<file path="config.mk">
export PLATFORM = sky130hd
export DESIGN_NAME = alu_writeback
export DESIGN_NICKNAME = d
export VERILOG_FILES = /design/src/rtl/alu_pkg.sv /design/src/rtl/flag_cond_eval.sv /design/src/rtl/alu_writeback.sv
export SDC_FILE = /design/constraint.sdc
export NUM_CORES = 1
export LEC_CHECK = 0
export BUFFER_PORTS_ARGS = -buffer_cell sky130_fd_sc_hd__buf_2
export CORE_MARGIN = 1.5
export CORE_UTILIZATION = 45
export DETAILED_ROUTE_END_ITERATION = 8
export GPL_ROUTABILITY_DRIVEN = 1
export PLACE_DENSITY = 0.76
export REMOVE_ABC_BUFFERS = 1
export SLEW_MARGIN = 25
export SYNTH_ARGS = -nofsm -noshare
export SYNTH_HDL_FRONTEND = slang
export SYNTH_SLANG_ARGS = --single-unit
</file>
<file path="constraint.sdc">
create_clock -name clk -period 2.4 [get_ports clk]
set_input_delay 0.72 -clock clk [delete_from_list [all_inputs] [get_ports clk]]
set_output_delay 0.72 -clock clk [all_outputs]
set_load 0.02 [all_outputs]
</file>
<file path="src/rtl/alu_pkg.sv">
// Shared encodings for the ALU writeback path: condition codes, PC register index
// and writeback buffer states.
package alu_pkg;

    localparam logic [1:0] COND_ALWAYS = 2'b00;
    localparam logic [1:0] COND_Z      = 2'b10;
    localparam logic [1:0] COND_C      = 2'b01;

    localparam logic [2:0] REG_PC = 3'd7;

    typedef enum logic {
        EMPTY = 1'b0,
        FULL  = 1'b1
    } wb_state_t;

endpackage

</file>
<file path="src/rtl/flag_cond_eval.sv">
// Combinational condition check and next carry/zero flag computation.
// The branch unit will reuse this block.
module flag_cond_eval
    import alu_pkg::*;
#(
    parameter int DW = 16
) (
    input  logic [1:0]    cond,
    input  logic          is_nand,
    input  logic [DW-1:0] result,
    input  logic          carry,
    input  logic          flag_c,
    input  logic          flag_z,
    output logic          exec,
    output logic          flag_c_nxt,
    output logic          flag_z_nxt
);

    always_comb begin
        exec = (cond == COND_ALWAYS)
             | ((cond == COND_Z) & flag_z)
             | ((cond == COND_C) & flag_c);
        flag_z_nxt = exec ? (result == '0) : flag_z;
        // NAND results never touch the carry flag.
        flag_c_nxt = (exec & ~is_nand) ? carry : flag_c;
    end

endmodule

</file>
<file path="src/rtl/alu_writeback.sv">
// Execute-to-writeback stage: owns the C/Z flags, buffers one register-file
// write, raises pc_load for R7 writes and counts retired/skipped packets.
module alu_writeback
    import alu_pkg::*;
#(
    parameter int DW = 16,
    parameter int AW = 3,
    parameter int CW = 16
) (
    input  logic          clk,
    input  logic          reset,
    input  logic          in_valid,
    output logic          in_ready,
    input  logic [DW-1:0] in_result,
    input  logic          in_carry,
    input  logic          in_is_nand,
    input  logic [1:0]    in_cond,
    input  logic [AW-1:0] in_rd,
    input  logic          rf_busy,
    output logic          rf_we,
    output logic [AW-1:0] rf_addr,
    output logic [DW-1:0] rf_wdata,
    output logic          pc_load,
    output logic          flag_c,
    output logic          flag_z,
    output logic [CW-1:0] retired_cnt,
    output logic [CW-1:0] skipped_cnt
);

    wb_state_t     state_q, state_d;
    logic [AW-1:0] addr_q, addr_d;
    logic [DW-1:0] data_q, data_d;
    logic          pc_load_q, pc_load_d;
    logic          flag_c_q, flag_c_d;
    logic          flag_z_q, flag_z_d;
    logic [CW-1:0] retired_q, retired_d;
    logic [CW-1:0] skipped_q, skipped_d;

    logic accept;
    logic exec;
    logic wb_fire;
    logic flag_c_nxt;
    logic flag_z_nxt;

    flag_cond_eval #(.DW(DW)) u_flag_cond_eval (
        .cond       (in_cond),
        .is_nand    (in_is_nand),
        .result     (in_result),
        .carry      (in_carry),
        .flag_c     (flag_c_q),
        .flag_z     (flag_z_q),
        .exec       (exec),
        .flag_c_nxt (flag_c_nxt),
        .flag_z_nxt (flag_z_nxt)
    );

    assign in_ready = (state_q == EMPTY) | ~rf_busy;
    assign accept   = in_valid & in_ready;
    assign wb_fire  = accept & exec;

    always_comb begin
        // A stalled FULL buffer holds; otherwise a new executed packet refills it.
        if (wb_fire) begin
            state_d = FULL;
        end else if ((state_q == FULL) && rf_busy) begin
            state_d = FULL;
        end else begin
            state_d = EMPTY;
        end
        addr_d    = wb_fire ? in_rd : addr_q;
        data_d    = wb_fire ? in_result : data_q;
        pc_load_d = (state_d == FULL) && (addr_d == AW'(REG_PC));
        flag_c_d  = accept ? flag_c_nxt : flag_c_q;
        flag_z_d  = accept ? flag_z_nxt : flag_z_q;
        retired_d = retired_q + CW'(wb_fire);
        skipped_d = skipped_q + CW'(accept & ~exec);
    end

    always_ff @(posedge clk) begin
        if (reset) begin
            state_q   <= EMPTY;
            addr_q    <= '0;
            data_q    <= '0;
            pc_load_q <= 1'b0;
            flag_c_q  <= 1'b0;
            flag_z_q  <= 1'b0;
            retired_q <= '0;
            skipped_q <= '0;
        end else begin
            state_q   <= state_d;
            addr_q    <= addr_d;
            data_q    <= data_d;
            pc_load_q <= pc_load_d;
            flag_c_q  <= flag_c_d;
            flag_z_q  <= flag_z_d;
            retired_q <= retired_d;
            skipped_q <= skipped_d;
        end
    end

    assign rf_we       = (state_q == FULL);
    assign rf_addr     = addr_q;
    assign rf_wdata    = data_q;
    assign pc_load     = pc_load_q;
    assign flag_c      = flag_c_q;
    assign flag_z      = flag_z_q;
    assign retired_cnt = retired_q;
    assign skipped_cnt = skipped_q;

endmodule

</file>
==> out/results.txt <==
Pre-CTS setup slack -> -0.0546 ns
Antenna violations before repair -> 0
Max frequency -> 469 MHz
Worst setup margin -> 0.269 ns
# setup viols final -> 0
Post-synth cell types -> 35
Iteration-0 DRC count of the detailed router -> 73
WP data arrival -> 2.37 ns
Critical Path Max Stage Delay -> 0.32 ns
Crit-path cells -> buf_2 > nor2b_1 > o22ai_1 > nand3_1 > inv_2 > ha_1 > and2_0 > nand3_1 > or3_1 > a21oi_1
TritonCTS Buffers -> 5
Core Area -> 0.00511 mm2
Post-CTS setup buffer count -> 0
Crit path max-delay family -> simple AND/OR/NAND/NOR gates
Worst-margin pin slew -> 0.352 ns
Max-cap violations -> 0
HPWL after detailed placement -> 3820 um
Longest Clk Path Bufs -> 2
H-tree Lvls -> 2
Adder-cell share of the synthesized area -> 3.14%
Largest net degree at the start of global routing -> 35
Detail Route Antenna Nets -> 0
Mapped Avg Cell Area -> 8.99 um2
Leakage power -> 1.36 nW
Ys Warns -> 0
Hold_buf cts -> 0
Final wirelength -> 5160 um
Number of cells on the critical path -> 10
Hold Crit Class -> register to register
Hold Path Stages -> 2
Slew Viols, Final -> 0
Hold Violations, Final -> 0
Critical Path Source Type -> primary input
Multiplexer share of the synthesized area -> 8.37%
PortBufs -> 82
CP max FO -> 4
Largest family of logic cells by synthesized area -> simple AND/OR/NAND/NOR gates
Chip height -> 75.9 um
Crit-path most repeated cell -> nand3_1
Die outline width -> 75.9 um
Worst R2R Setup Slack -> 0.43 ns
Bufs and invs on worst path -> 2
Syn Std Cell Area -> 0.00239 mm2
Latest clock arrival within the worst-skew pair -> 0.30 ns
Yosys reg bits -> 55
Fillers -> 496
First-pass GRT wire length -> 8470 um
Simple-gate share of the synthesized area -> 27.3%
Peak supply drop -> 288 uV
Layout cells sized above 1 -> 28.7%
Drt pass-1 iters -> 4
Initial Util -> 46.8%
CP max stage cell -> or3_1
Tmin final -> 2.13 ns
Asr flop ratio synth -> 0%
GPL Wtd Cong -> 0.796
Most used DFF post-synth -> dfxtp_1
Pwr Density -> 529 mW/mm2
Final net count -> 384
Placed Instances -> 414
Worst Setup End Kind -> register
GRT Util Overall -> 19.3%
Vias in the first global route -> 1,945
Slew margin rel. -> 76.3%
Die Footprint -> 0.00576 mm2
Clock-pin slew on the worst setup and hold paths -> 0.09 ns
Final Instance Area -> 0.00298 mm2
Critical path class -> primary input to register
CTS tree -> built
PostCTS Resize Cnt -> 0
Num rows -> 26
N_diodes -> 0
Post-DR vias/cell -> 5.01
Post-Syn Instances -> 266
Tcrit/Tclk final -> 88.8%
Non-filler cells, final -> 422
DR DRC count -> 0
Area grow syn2layout -> 24.6%
Root Buffer Master -> clkbuf_8
Final Power -> 1.58 mW
Fraction of synthesized cell area in xor and xnor cells -> 9.52%
I/O pin count -> 83
Status -> completed
CTS Sinks -> 55
Register area share after synthesis -> 46.0%
Number of flops mapped to enable cells by yosys -> 0
Vias -> 2,113
Compound-Gate Fraction of Synth Area -> 2.41%
Area after DPL -> 0.00290 mm2
Register-to-Register Path Depth -> 9
Drt wl/cell -> 12.2 um
Critical Path RT -> 2.64 ns
Skew final -> 0.00470 ns
Total gr overflow -> 0
RSZ-0062 raised after global routing -> false
## worst register-to-register path: stages (launching register included)
cell,delay [ns]
dfxtp_1,0.35
nor2b_1,0.12
o22ai_1,0.13
nor2_1,0.13
ha_1,0.18
ha_1,0.16
inv_1,0.07
or4_4,0.53
xor2_1,0.14
nor2_1,0.05
## cell type report
type                       instances  area (um2)  share of cell area [%]
multi-input combinational        193        1210                    40.7
sequential                        55        1100                    36.9
timing repair buffer              91         478                    16.0
tap                               70        87.6                    2.94
clock buffer                       7        76.3                    2.56
inverter                           5        18.8                   0.630
clock inverter                     1        5.00                   0.168
## report_power, final
| part | internal [mW] | switching, mW |
|---|---|---|
| clock | 0.206 | 0.284 |
| sequential | 0.931 | 0.0121 |
| combinational | 0.0586 | 0.0866 |
## final timing paths
path | from | to
worst max-delay path | in_cond[1] | retired_cnt[13]
worst min-delay path | rf_wdata[3] | rf_wdata[3]
worst max register to register | flag_z | skipped_cnt[12]
worst min register to register | rf_wdata[3] | rf_wdata[3]
## metal layers
layer | global-route usage, % | vias to the layer above | wire length (um)
li1 | - | 1078 | -
met1 | 22.5 | 962 | 2290
met2 | 32.9 | 61 | 2460
met3 | 5.29 | 12 | 322
met4 | 8.53 | 0 | 92
met5 | 0 | - | 0
## flip-flops by register name (all words and copies together) (netlist names)
register / count
skipped_cnt: 16
flag_z: 1
flag_c: 1
retired_cnt: 16
rf_addr: 3
pc_load: 1
rf_wdata: 16
rf_we: 1
## kinds of logic after synthesis
kind of cell    after synthesis
flops                        55
xor+xnor                     26
buf+inv                      18
compound gates                9
mux                          20
fa+ha+maj                     6
simple gates                132
## cells in the mapped netlist, types with 2 or more instances
library cell,number,area (um2)
dfxtp_1,55,1100
xor2_1,18,158
buf_4,2,15.0
ha_1,6,75.1
and2_1,3,18.8
nor2b_1,5,31.3
nor3_1,2,10.0
a21oi_1,3,15.0
o22ai_1,2,12.5
inv_1,3,11.3
mux2i_1,20,200
nor2_1,29,109
clkbuf_1,9,33.8
xnor2_1,8,70.1
and4_1,4,35.0
nand2_1,47,176
nand3_1,14,70.1
nand4_1,14,87.6
nor4_1,6,37.5
## stage by stage
step,utilization [%],setup TNS [ns],hold slack [ns]
2_1_floorplan,-,-1.06,0.533
3_3_place_gp,56.8,0,0.438
3_5_place_dp,56.8,-0.147,0.447
4_1_cts,58.4,0,0.461
5_1_grt,58.4,0,0.483
6_report,58.4,0,0.456
## cell usage in the layout, fill, tap and decap left out, types with 3 or more instances in the layout
cell type,n
buf_4,9
nor4_1,6
xnor2_1,8
nand4_1,14
buf_2,82
nand2_1,47
ha_1,6
inv_1,3
xor2_1,18
and2_1,3
nor2_1,29
nand3_1,14
dfxtp_1,55
a21oi_1,3
nor2b_1,5
and4_1,4
clkbuf_8,5
mux2i_1,20
(Power assumes the default switching activity.)
